`config.mk`:
```
export PLATFORM = sky130hd
export DESIGN_NAME = ltsm_substate_sequencer
export DESIGN_NICKNAME = d
export VERILOG_FILES = /design/src/rtl/ltsm_seq_pkg.sv /design/src/rtl/ltsm_stage_timer.sv /design/src/rtl/ltsm_substate_sequencer.sv
export SDC_FILE = /design/constraint.sdc
export NUM_CORES = 1
export LEC_CHECK = 0
export ABC_CLOCK_PERIOD_IN_PS = 3100
export BUFFER_PORTS_ARGS = -buffer_cell sky130_fd_sc_hd__buf_2
export CELL_PAD_IN_SITES_DETAIL_PLACEMENT = 0
export CELL_PAD_IN_SITES_GLOBAL_PLACEMENT = 2
export CORE_UTILIZATION = 35
export CTS_CLUSTER_DIAMETER = 150
export CTS_CLUSTER_SIZE = 28
export DETAILED_ROUTE_END_ITERATION = 10
export MAX_ROUTING_LAYER = met4
export PLACE_DENSITY_LB_ADDON = 0.1
export SLEW_MARGIN = 30
export SYNTH_ARGS = -nofsm -noshare
export SYNTH_HDL_FRONTEND = slang
export SYNTH_HIERARCHICAL = 1
export SYNTH_SLANG_ARGS = --single-unit
```
`constraint.sdc`:
```
create_clock -name CLK -period 3.1 [get_ports CLK]
set_input_delay 0.62 -clock CLK [delete_from_list [all_inputs] [get_ports CLK]]
set_output_delay 0.62 -clock CLK [all_outputs]
set_load 0.02 [all_outputs]
```
`src/rtl/ltsm_seq_pkg.sv`:
```
// Shared types for the LTSM substate sequencer: FSM state encoding and
// fail-cause codes reported on o_fail_cause.
package ltsm_seq_pkg;

  typedef enum logic [2:0] {
    ST_IDLE,
    ST_RUN,
    ST_RETRY,
    ST_DONE,
    ST_FAIL
  } state_e;

  localparam logic [1:0] CAUSE_NONE    = 2'b00;
  localparam logic [1:0] CAUSE_ERR     = 2'b01;
  localparam logic [1:0] CAUSE_TIMEOUT = 2'b10;

endpackage

```
`src/rtl/ltsm_stage_timer.sv`:
```
// Saturating per-stage cycle counter; expired is high once the count
// reaches TIMEOUT_CYCLES-1 and stays there until cleared.
module ltsm_stage_timer #(
  parameter int unsigned TIMEOUT_CYCLES = 800000
) (
  input  logic clk,
  input  logic rst,
  input  logic clr,
  input  logic en,
  output logic expired
);

  localparam int unsigned CNT_W = $clog2(TIMEOUT_CYCLES);
  localparam logic [CNT_W-1:0] LAST = CNT_W'(TIMEOUT_CYCLES - 1);

  logic [CNT_W-1:0] cnt_q, cnt_d;

  always_comb begin
    cnt_d = cnt_q;
    if (clr) begin
      cnt_d = '0;
    end else if (en && (cnt_q != LAST)) begin
      cnt_d = cnt_q + 1'b1;
    end
  end

  always_ff @(posedge clk) begin
    if (rst) begin
      cnt_q <= '0;
    end else begin
      cnt_q <= cnt_d;
    end
  end

  assign expired = (cnt_q == LAST);

endmodule

```
`src/rtl/ltsm_substate_sequencer.sv`:
```
// Walks NUM_STAGES substate engines in order with per-stage skip, timeout
// with bounded retry, and error abort; all outputs are registered.
module ltsm_substate_sequencer
  import ltsm_seq_pkg::*;
#(
  parameter int unsigned NUM_STAGES     = 6,
  parameter int unsigned TIMEOUT_CYCLES = 800000,
  parameter int unsigned MAX_RETRY      = 2,
  parameter int unsigned IDX_W          = $clog2(NUM_STAGES)
) (
  input  logic                  CLK,
  input  logic                  rst,
  input  logic                  i_start_en,
  input  logic [NUM_STAGES-1:0] i_stage_skip,
  input  logic [NUM_STAGES-1:0] i_stage_end,
  input  logic [NUM_STAGES-1:0] i_stage_err,
  output logic [NUM_STAGES-1:0] o_stage_start,
  output logic [IDX_W-1:0]      o_stage_idx,
  output logic [2:0]            o_retry_cnt,
  output logic                  o_done,
  output logic                  o_fail,
  output logic [IDX_W-1:0]      o_fail_stage,
  output logic [1:0]            o_fail_cause
);

  localparam logic [IDX_W-1:0] LAST_IDX  = IDX_W'(NUM_STAGES - 1);
  localparam logic [2:0]       MAX_RETRY_V = 3'(MAX_RETRY);

  state_e                state_q, state_d;
  logic [IDX_W-1:0]      idx_q, idx_d;
  logic [2:0]            retry_q, retry_d;
  logic [NUM_STAGES-1:0] skip_q, skip_d;
  logic [IDX_W-1:0]      fstage_q, fstage_d;
  logic [1:0]            fcause_q, fcause_d;
  logic [NUM_STAGES-1:0] start_q, start_d;
  logic [IDX_W-1:0]      oidx_q;
  logic [2:0]            oretry_q;
  logic                  done_q, fail_q;
  logic                  advance, timer_expired, timer_clr, timer_en;

  ltsm_stage_timer #(
    .TIMEOUT_CYCLES(TIMEOUT_CYCLES)
  ) u_timer (
    .clk    (CLK),
    .rst    (rst),
    .clr    (timer_clr),
    .en     (timer_en),
    .expired(timer_expired)
  );

  assign timer_en  = (state_q == ST_RUN);
  assign timer_clr = (state_q != ST_RUN) || advance;

  always_comb begin
    state_d  = state_q;
    idx_d    = idx_q;
    retry_d  = retry_q;
    skip_d   = skip_q;
    fstage_d = fstage_q;
    fcause_d = fcause_q;
    advance  = 1'b0;
    case (state_q)
      ST_IDLE: begin
        if (i_start_en) begin
          state_d  = ST_RUN;
          skip_d   = i_stage_skip;
          idx_d    = '0;
          retry_d  = '0;
          fstage_d = '0;
          fcause_d = CAUSE_NONE;
        end
      end
      ST_RUN: begin
        // Priority: abort, skip, error, end, timeout.
        if (!i_start_en) begin
          state_d = ST_IDLE;
          idx_d   = '0;
          retry_d = '0;
        end else if (skip_q[idx_q]) begin
          advance = 1'b1;
        end else if (i_stage_err[idx_q]) begin
          state_d  = ST_FAIL;
          fstage_d = idx_q;
          fcause_d = CAUSE_ERR;
        end else if (i_stage_end[idx_q]) begin
          advance = 1'b1;
        end else if (timer_expired) begin
          if (retry_q < MAX_RETRY_V) begin
            state_d = ST_RETRY;
          end else begin
            state_d  = ST_FAIL;
            fstage_d = idx_q;
            fcause_d = CAUSE_TIMEOUT;
          end
        end
      end
      ST_RETRY: begin
        retry_d = retry_q + 3'd1;
        state_d = ST_RUN;
      end
      ST_DONE, ST_FAIL: begin
        if (!i_start_en) begin
          state_d = ST_IDLE;
          idx_d   = '0;
          retry_d = '0;
        end
      end
      default: state_d = ST_IDLE;
    endcase
    if (advance) begin
      if (idx_q == LAST_IDX) begin
        state_d = ST_DONE;
      end else begin
        idx_d   = idx_q + 1'b1;
        retry_d = '0;
      end
    end
  end

  always_comb begin
    start_d = '0;
    for (int unsigned k = 0; k < NUM_STAGES; k++) begin
      start_d[k] = (state_q == ST_RUN) && (idx_q == IDX_W'(k)) && !skip_q[k];
    end
  end

  always_ff @(posedge CLK) begin
    if (rst) begin
      state_q  <= ST_IDLE;
      idx_q    <= '0;
      retry_q  <= '0;
      skip_q   <= '0;
      fstage_q <= '0;
      fcause_q <= CAUSE_NONE;
      start_q  <= '0;
      oidx_q   <= '0;
      oretry_q <= '0;
      done_q   <= 1'b0;
      fail_q   <= 1'b0;
    end else begin
      state_q  <= state_d;
      idx_q    <= idx_d;
      retry_q  <= retry_d;
      skip_q   <= skip_d;
      fstage_q <= fstage_d;
      fcause_q <= fcause_d;
      start_q  <= start_d;
      oidx_q   <= idx_q;
      oretry_q <= retry_q;
      done_q   <= (state_q == ST_DONE);
      fail_q   <= (state_q == ST_FAIL);
    end
  end

  assign o_stage_start = start_q;
  assign o_stage_idx   = oidx_q;
  assign o_retry_cnt   = oretry_q;
  assign o_done        = done_q;
  assign o_fail        = fail_q;
  assign o_fail_stage  = fstage_q;
  assign o_fail_cause  = fcause_q;

endmodule

```
Word level (Yosys, flattened, before mapping)
Cells that the tools add are included.
- register bits: 54
- bits in latches: 0
- memory bits (writable): 0
- ROM bits: 0
- output and inout port bits: 19
- memories kept: 0
- $add $sub $neg: 3
- multiply operators: 0
- div/mod/pow operators: 0
- $lt $le $gt $ge: 2
- equal/unequal tests: 18
- shifts and indexed selects: 0
- mux-type cells: 48
- bitwise operators: 0
- reductions and logical operators: 28
- operator list (cell ; count):
    3-bit 2-to-1 mux ; 25
    20-bit by 1-bit adder with 20-bit output, second input constant ; 1
    20-bit == test, second input constant ; 1
    20-bit inequality test, second input constant ; 1
    2-bit 2-to-1 mux ; 7
    1-bit logical AND ; 13
    3-bit by 2-bit == test with 1-bit output, second input constant ; 4
    3-bit case mux with 2 select lines ; 2
    3-bit case mux with 4 select lines ; 1
    1-bit binary-select mux with 3-bit select ; 3
    3-bit == test, second input constant ; 3
    3-bit inequality test, second input constant ; 3
    3-bit case mux with 3 select lines ; 1
    1-bit 2-to-1 mux ; 8
    7-bit AND reduction ; 1
    3-bit by 1-bit adder with 3-bit output, second input constant ; 2
    3-bit by 1-bit == test with 1-bit output, second input constant ; 2
    1-bit logical NOT ; 6
    3-bit logical NOT ; 2
    2-bit inequality test, second input constant ; 3
    3-bit by 4-bit < comparator with 1-bit output, second input constant ; 1
    2-bit case mux with 2 select lines ; 1
    2-bit OR reduction ; 2
    3-bit by 2-bit < comparator with 1-bit output, second input constant ; 1
    other kinds (5) ; 5

Depth between registers and ports, before layout
- depth after elaboration: 10
- mapped depth: 10
- mapped depth without buffers: 8

Cells and area by module
Netlist, hierarchy kept.
- modules (own cells, without submodules) (module ; times used ; cells an instance ; area each (µm²) ; seq. area each (µm²)):
    ltsm_substate_sequencer ; 1 ; 166 ; 1626.6 ; 680.7
    ltsm_stage_timer ; 1 ; 125 ; 1058.5 ; 400.4

Least setup slack after synthesis
OpenSTA, ideal clock, no wires.
- path kind: input-to-reg
- from: input port i_stage_end[2]
- to: register u_timer.cnt_q[5]
- setup time: 59 ps
- arrival: 2749 ps
- required time: 3041 ps
- slack: 291 ps
- stages on the path: 9
- path buffers: 1
- path through: mux2_2 -> a222oi_1 -> o31ai_2 -> nand2_1 -> nand2_1 -> or2_2 -> clkbuf_1 -> or4_1 -> nand2_1
- longest elaborated chain between the ends: 9
- ends and longest elaborated chain (what ; RTL line ; source):
    start: declaration ; ltsm_substate_sequencer.sv:15 ; input logic [NUM_STAGES-1:0] i_stage_end,
    1-bit binary-select mux with 3-bit select ; ltsm_substate_sequencer.sv:85 ; end else if (i_stage_end[idx_q]) begin
    1-bit 2-to-1 mux (not written as such) ; ltsm_substate_sequencer.sv:85 ;
    1-bit 2-to-1 mux ; ltsm_substate_sequencer.sv:85 ;
    1-bit 2-to-1 mux ; ltsm_substate_sequencer.sv:81 ; end else if (i_stage_err[idx_q]) begin
    1-bit 2-to-1 mux ; ltsm_substate_sequencer.sv:79 ; end else if (skip_q[idx_q]) begin
    1-bit 2-to-1 mux ; ltsm_substate_sequencer.sv:75 ; if (!i_start_en) begin
    1-bit 2-to-1 mux ; ltsm_substate_sequencer.sv:62 ; case (state_q)
    1-bit logical OR ; ltsm_substate_sequencer.sv:52 ; assign timer_clr = (state_q != ST_RUN) || advance;
    net timer_clr ; ltsm_substate_sequencer.sv:39 ; logic advance, timer_expired, timer_clr, timer_en;
    2-bit OR reduction (no source line) ; - ;
    end signal: assignment ; ltsm_stage_timer.sv:31 ; cnt_q <= cnt_d;
    end: declaration ; ltsm_stage_timer.sv:16 ; logic [CNT_W-1:0] cnt_q, cnt_d;
The timed path passes the listed nets, and every way through them passes these cells. The select of a mux whose other input is x is not followed.
A chain may end at the register's enable or synchronous reset.

Worst setup path in the final report
- from: register idx_q[1]
- to: register u_timer.cnt_q[5]
- longest elaborated chain between the ends: 9
- elaborated cells between the ends (all ways): 13
- ends and longest elaborated chain (what ; RTL line ; source):
    start: declaration ; ltsm_substate_sequencer.sv:30 ; logic [IDX_W-1:0] idx_q, idx_d;
    start signal: assignment ; ltsm_substate_sequencer.sv:142 ; idx_q <= idx_d;
    1-bit binary-select mux with 3-bit select ; ltsm_substate_sequencer.sv:85 ;
    1-bit 2-to-1 mux (not written as such) ; ltsm_substate_sequencer.sv:85 ;
    1-bit 2-to-1 mux ; ltsm_substate_sequencer.sv:85 ;
    1-bit 2-to-1 mux ; ltsm_substate_sequencer.sv:81 ;
    1-bit 2-to-1 mux (*) ; ltsm_substate_sequencer.sv:79 ;
    1-bit 2-to-1 mux (*) ; ltsm_substate_sequencer.sv:75 ;
    1-bit 2-to-1 mux (*) ; ltsm_substate_sequencer.sv:62 ;
    1-bit logical OR (*) ; ltsm_substate_sequencer.sv:52 ;
    net timer_clr ; ltsm_substate_sequencer.sv:39 ;
    2-bit OR reduction (no source line) (*) ; - ;
Mark *: on every way through the listed nets, which the timed path passes. The rest lies on a longest branch. The select of a mux whose other input is x is not followed.

==> results.cfg <==
[yosys]
ys_ff_latch = 54
synth.largest_area_cell = dfxtp_1
yosysMostFrequentCell = dfxtp_1
syn-mean-instance-area_um2 = 9.227
synth_flop_cell = dfxtp_1
async_flop_share = 0
netlist_instances = 291
yosysWarningCount = 6
yosys-top-cells-area = dfxtp_1 40%, nor2_1 4.8%, mux2i_1 4.1%
syn_area_um2 = 2685
yosysSeqAreaShare = 0.4026
netlist.area_leader.share = 0.4026
synth_cell_types = 59
synth_fp_nets = 319
yosys-top-cells-count = 54 x dfxtp_1, 34 x nor2_1, 25 x nand2_1
synth-edff-count = 0

[grt]
grt_usage = 0.1651
antenna_found_initial = 0
grt_pass1_vias = 1963
grt_pass1_wl_um = 9687
gr-total-overflow = 0
grt_max_degree = 29

[floorplanning]
design.portCount = 40
start_util = 0.3663
core_area_um2 = 7331
dieWidth_um = 89.59
rows = 31
die_area_um2 = 8025
die_y_um = 89.59

[drt]
num_vias = 2141
first_iter_violations = 66
routed_wl_um = 6007
via_per_inst = 5.050
dr.pass1.iters = 4
wire_per_inst_um = 14.17
ant_nets = 0
drc = 0

[setup_path]
path_delay_family = simple AND/OR/NAND/NOR gates
crit_buf_inv = 1
endpoint_kind = flop
path_max_fanout = 12
slowest_stage = dfxtp_1
crit_chain = mux2_2 > a222oi_1 > buf_4 > o31ai_2 > nand2_1 > nand2_1 > or2_2 > or4_1 > nand2_1
cp_slowest_stage_delay_ns = 0.63
critPathMostFrequentCell = nand2_1
critPathLaunchType = flop
required_ns = 3.36
cp.arrival_ns = 2.94
crit_type = flop to flop

[clock_tree]
clk_pin_slew_worst_paths_ns = 0.10
clock_sinks = 54
cts_resized = 0
post_cts_buffers = 0
clockRootBuffer = clkbuf_8
cts_tree = done
cts-htree-levels = 2
cts_made_buffers = 5
postCtsHoldBufs = 0
clock_path_buffers = 2
clock_latency_ns = 0.31

[place]
port_buffers = 39
place_congestion = 0.7616
dp_hpwl_um = 4377
placed_area_um2 = 2920
dp_cells = 416

[final_layout]
nFillCells = 765
final_cells = 424
nNetsFinal = 352
antenna_cells = 0
syn2layout_area_growth_pct = 12.95
drive_above_1_share = 0.2738
postLayoutCellArea_um2 = 3033

[worst_hold_path]
hp-class = flop to flop

[power_and_ir_drop]
ir_worst_vdd_uv = 148.9
p_leak_nw = 1.179
power_density_nw_per_um2 = 426.7
fin_total_pwr_w = 0.001294

[sta]
finClkSkew_ns = 0.01069
slew_headroom = 0.5519
maxSlewViolCount = 0
setup-tns-final_ns = 0
hold_viol = 0
setup_viol = 0
fin_crit_sh = 0.8661
rsz0062_at_grt = no
fmax_mhz = 372.4
hold_slack_ns = 0.4730
fin_crit_ns = 2.685
worst_slew_pin_slew_ns = 0.6670

[run]
drv_cap = 0

[outcome]
status = complete, no violations
-- layout make-up --
class	count	area, um^2	share of cell area
clock buffers	5	68.82	0.02269
clock inverters	3	43.79	0.01444
inverters	11	41.29	0.01361
multi-input cells	209	1449	0.4777
flip-flops and latches	54	1081	0.3564
well taps	99	123.9	0.04084
repair buffers	43	225.2	0.07426
-- final timing paths --
| check | start | slack, ns | end | depth (start not counted) |
|---|---|---|---|---|
| worst max-delay path | idx_q[1]$_SDFF_PP0_ | 0.42 | u_timer/cnt_q[5]$_SDFFE_PP0P_ | 9 |
| worst min register to register | skip_q[5]$_SDFFE_PP0P_ | 0.47 | o_stage_start[5]$_SDFF_PP0_ | 1 |
| worst min-delay path | skip_q[5]$_SDFFE_PP0P_ | 0.47 | o_stage_start[5]$_SDFF_PP0_ | 1 |
| worst max register to register | idx_q[1]$_SDFF_PP0_ | 0.42 | u_timer/cnt_q[5]$_SDFFE_PP0P_ | 9 |
-- report_power, final --
part,total [W],switching [W],internal [W]
sequential,0.000710,0.00000887,0.000701
clock,0.000480,0.000237,0.000242
combinational,0.000105,0.0000609,0.0000437
total,0.00129,0.000307,0.000987
-- through the flow --
step	worst slack [ns]	util
after floorplan	0.2914	-
final	0.4150	0.4137
after global placement	0.4678	0.3984
after global routing	0.2381	0.4137
after CTS	0.4330	0.4137
after detailed placement	0.4643	0.3984
-- cell usage in the layout (no fill, tap or decap), drive strengths merged, types with 8 or more instances in the layout --
cell and count:
dfxtp 54, buf 43, nor2 34, nand2 25
inv 12, mux2i 11, nand3 11, mux2 9
o21ai 9, nand4 8, a21oi 8
-- registers in the layout, indices dropped and copies added, names as in the netlist --
signal / count
o_stage_start: 6
o_fail_cause: 2
o_stage_idx: 3
o_fail: 1
skip_q: 6
o_fail_stage: 3
o_retry_cnt: 3
state_q: 3
idx_q: 3
o_done: 1
retry_q: 3
u_timer/cnt_q: 20
-- metal layers --
layer / routed length, um / GRT usage
met4: 71 / 0.04762
met5: 0 / -
met1: 3000 / 0.2171
met3: 205 / 0.03291
met2: 2730 / 0.2569
-- logic make-up after synthesis --
family                     synth area share
AOI/OAI and AO/OA                    0.1421
xor gates and xnor gates            0.03914
adders and majority gates           0.03262
buffers and inverters               0.05778
DFF                                  0.4026
muxes                               0.08015
and+or+nand+nor                      0.2456
Power figures use the tool's default switching activity.
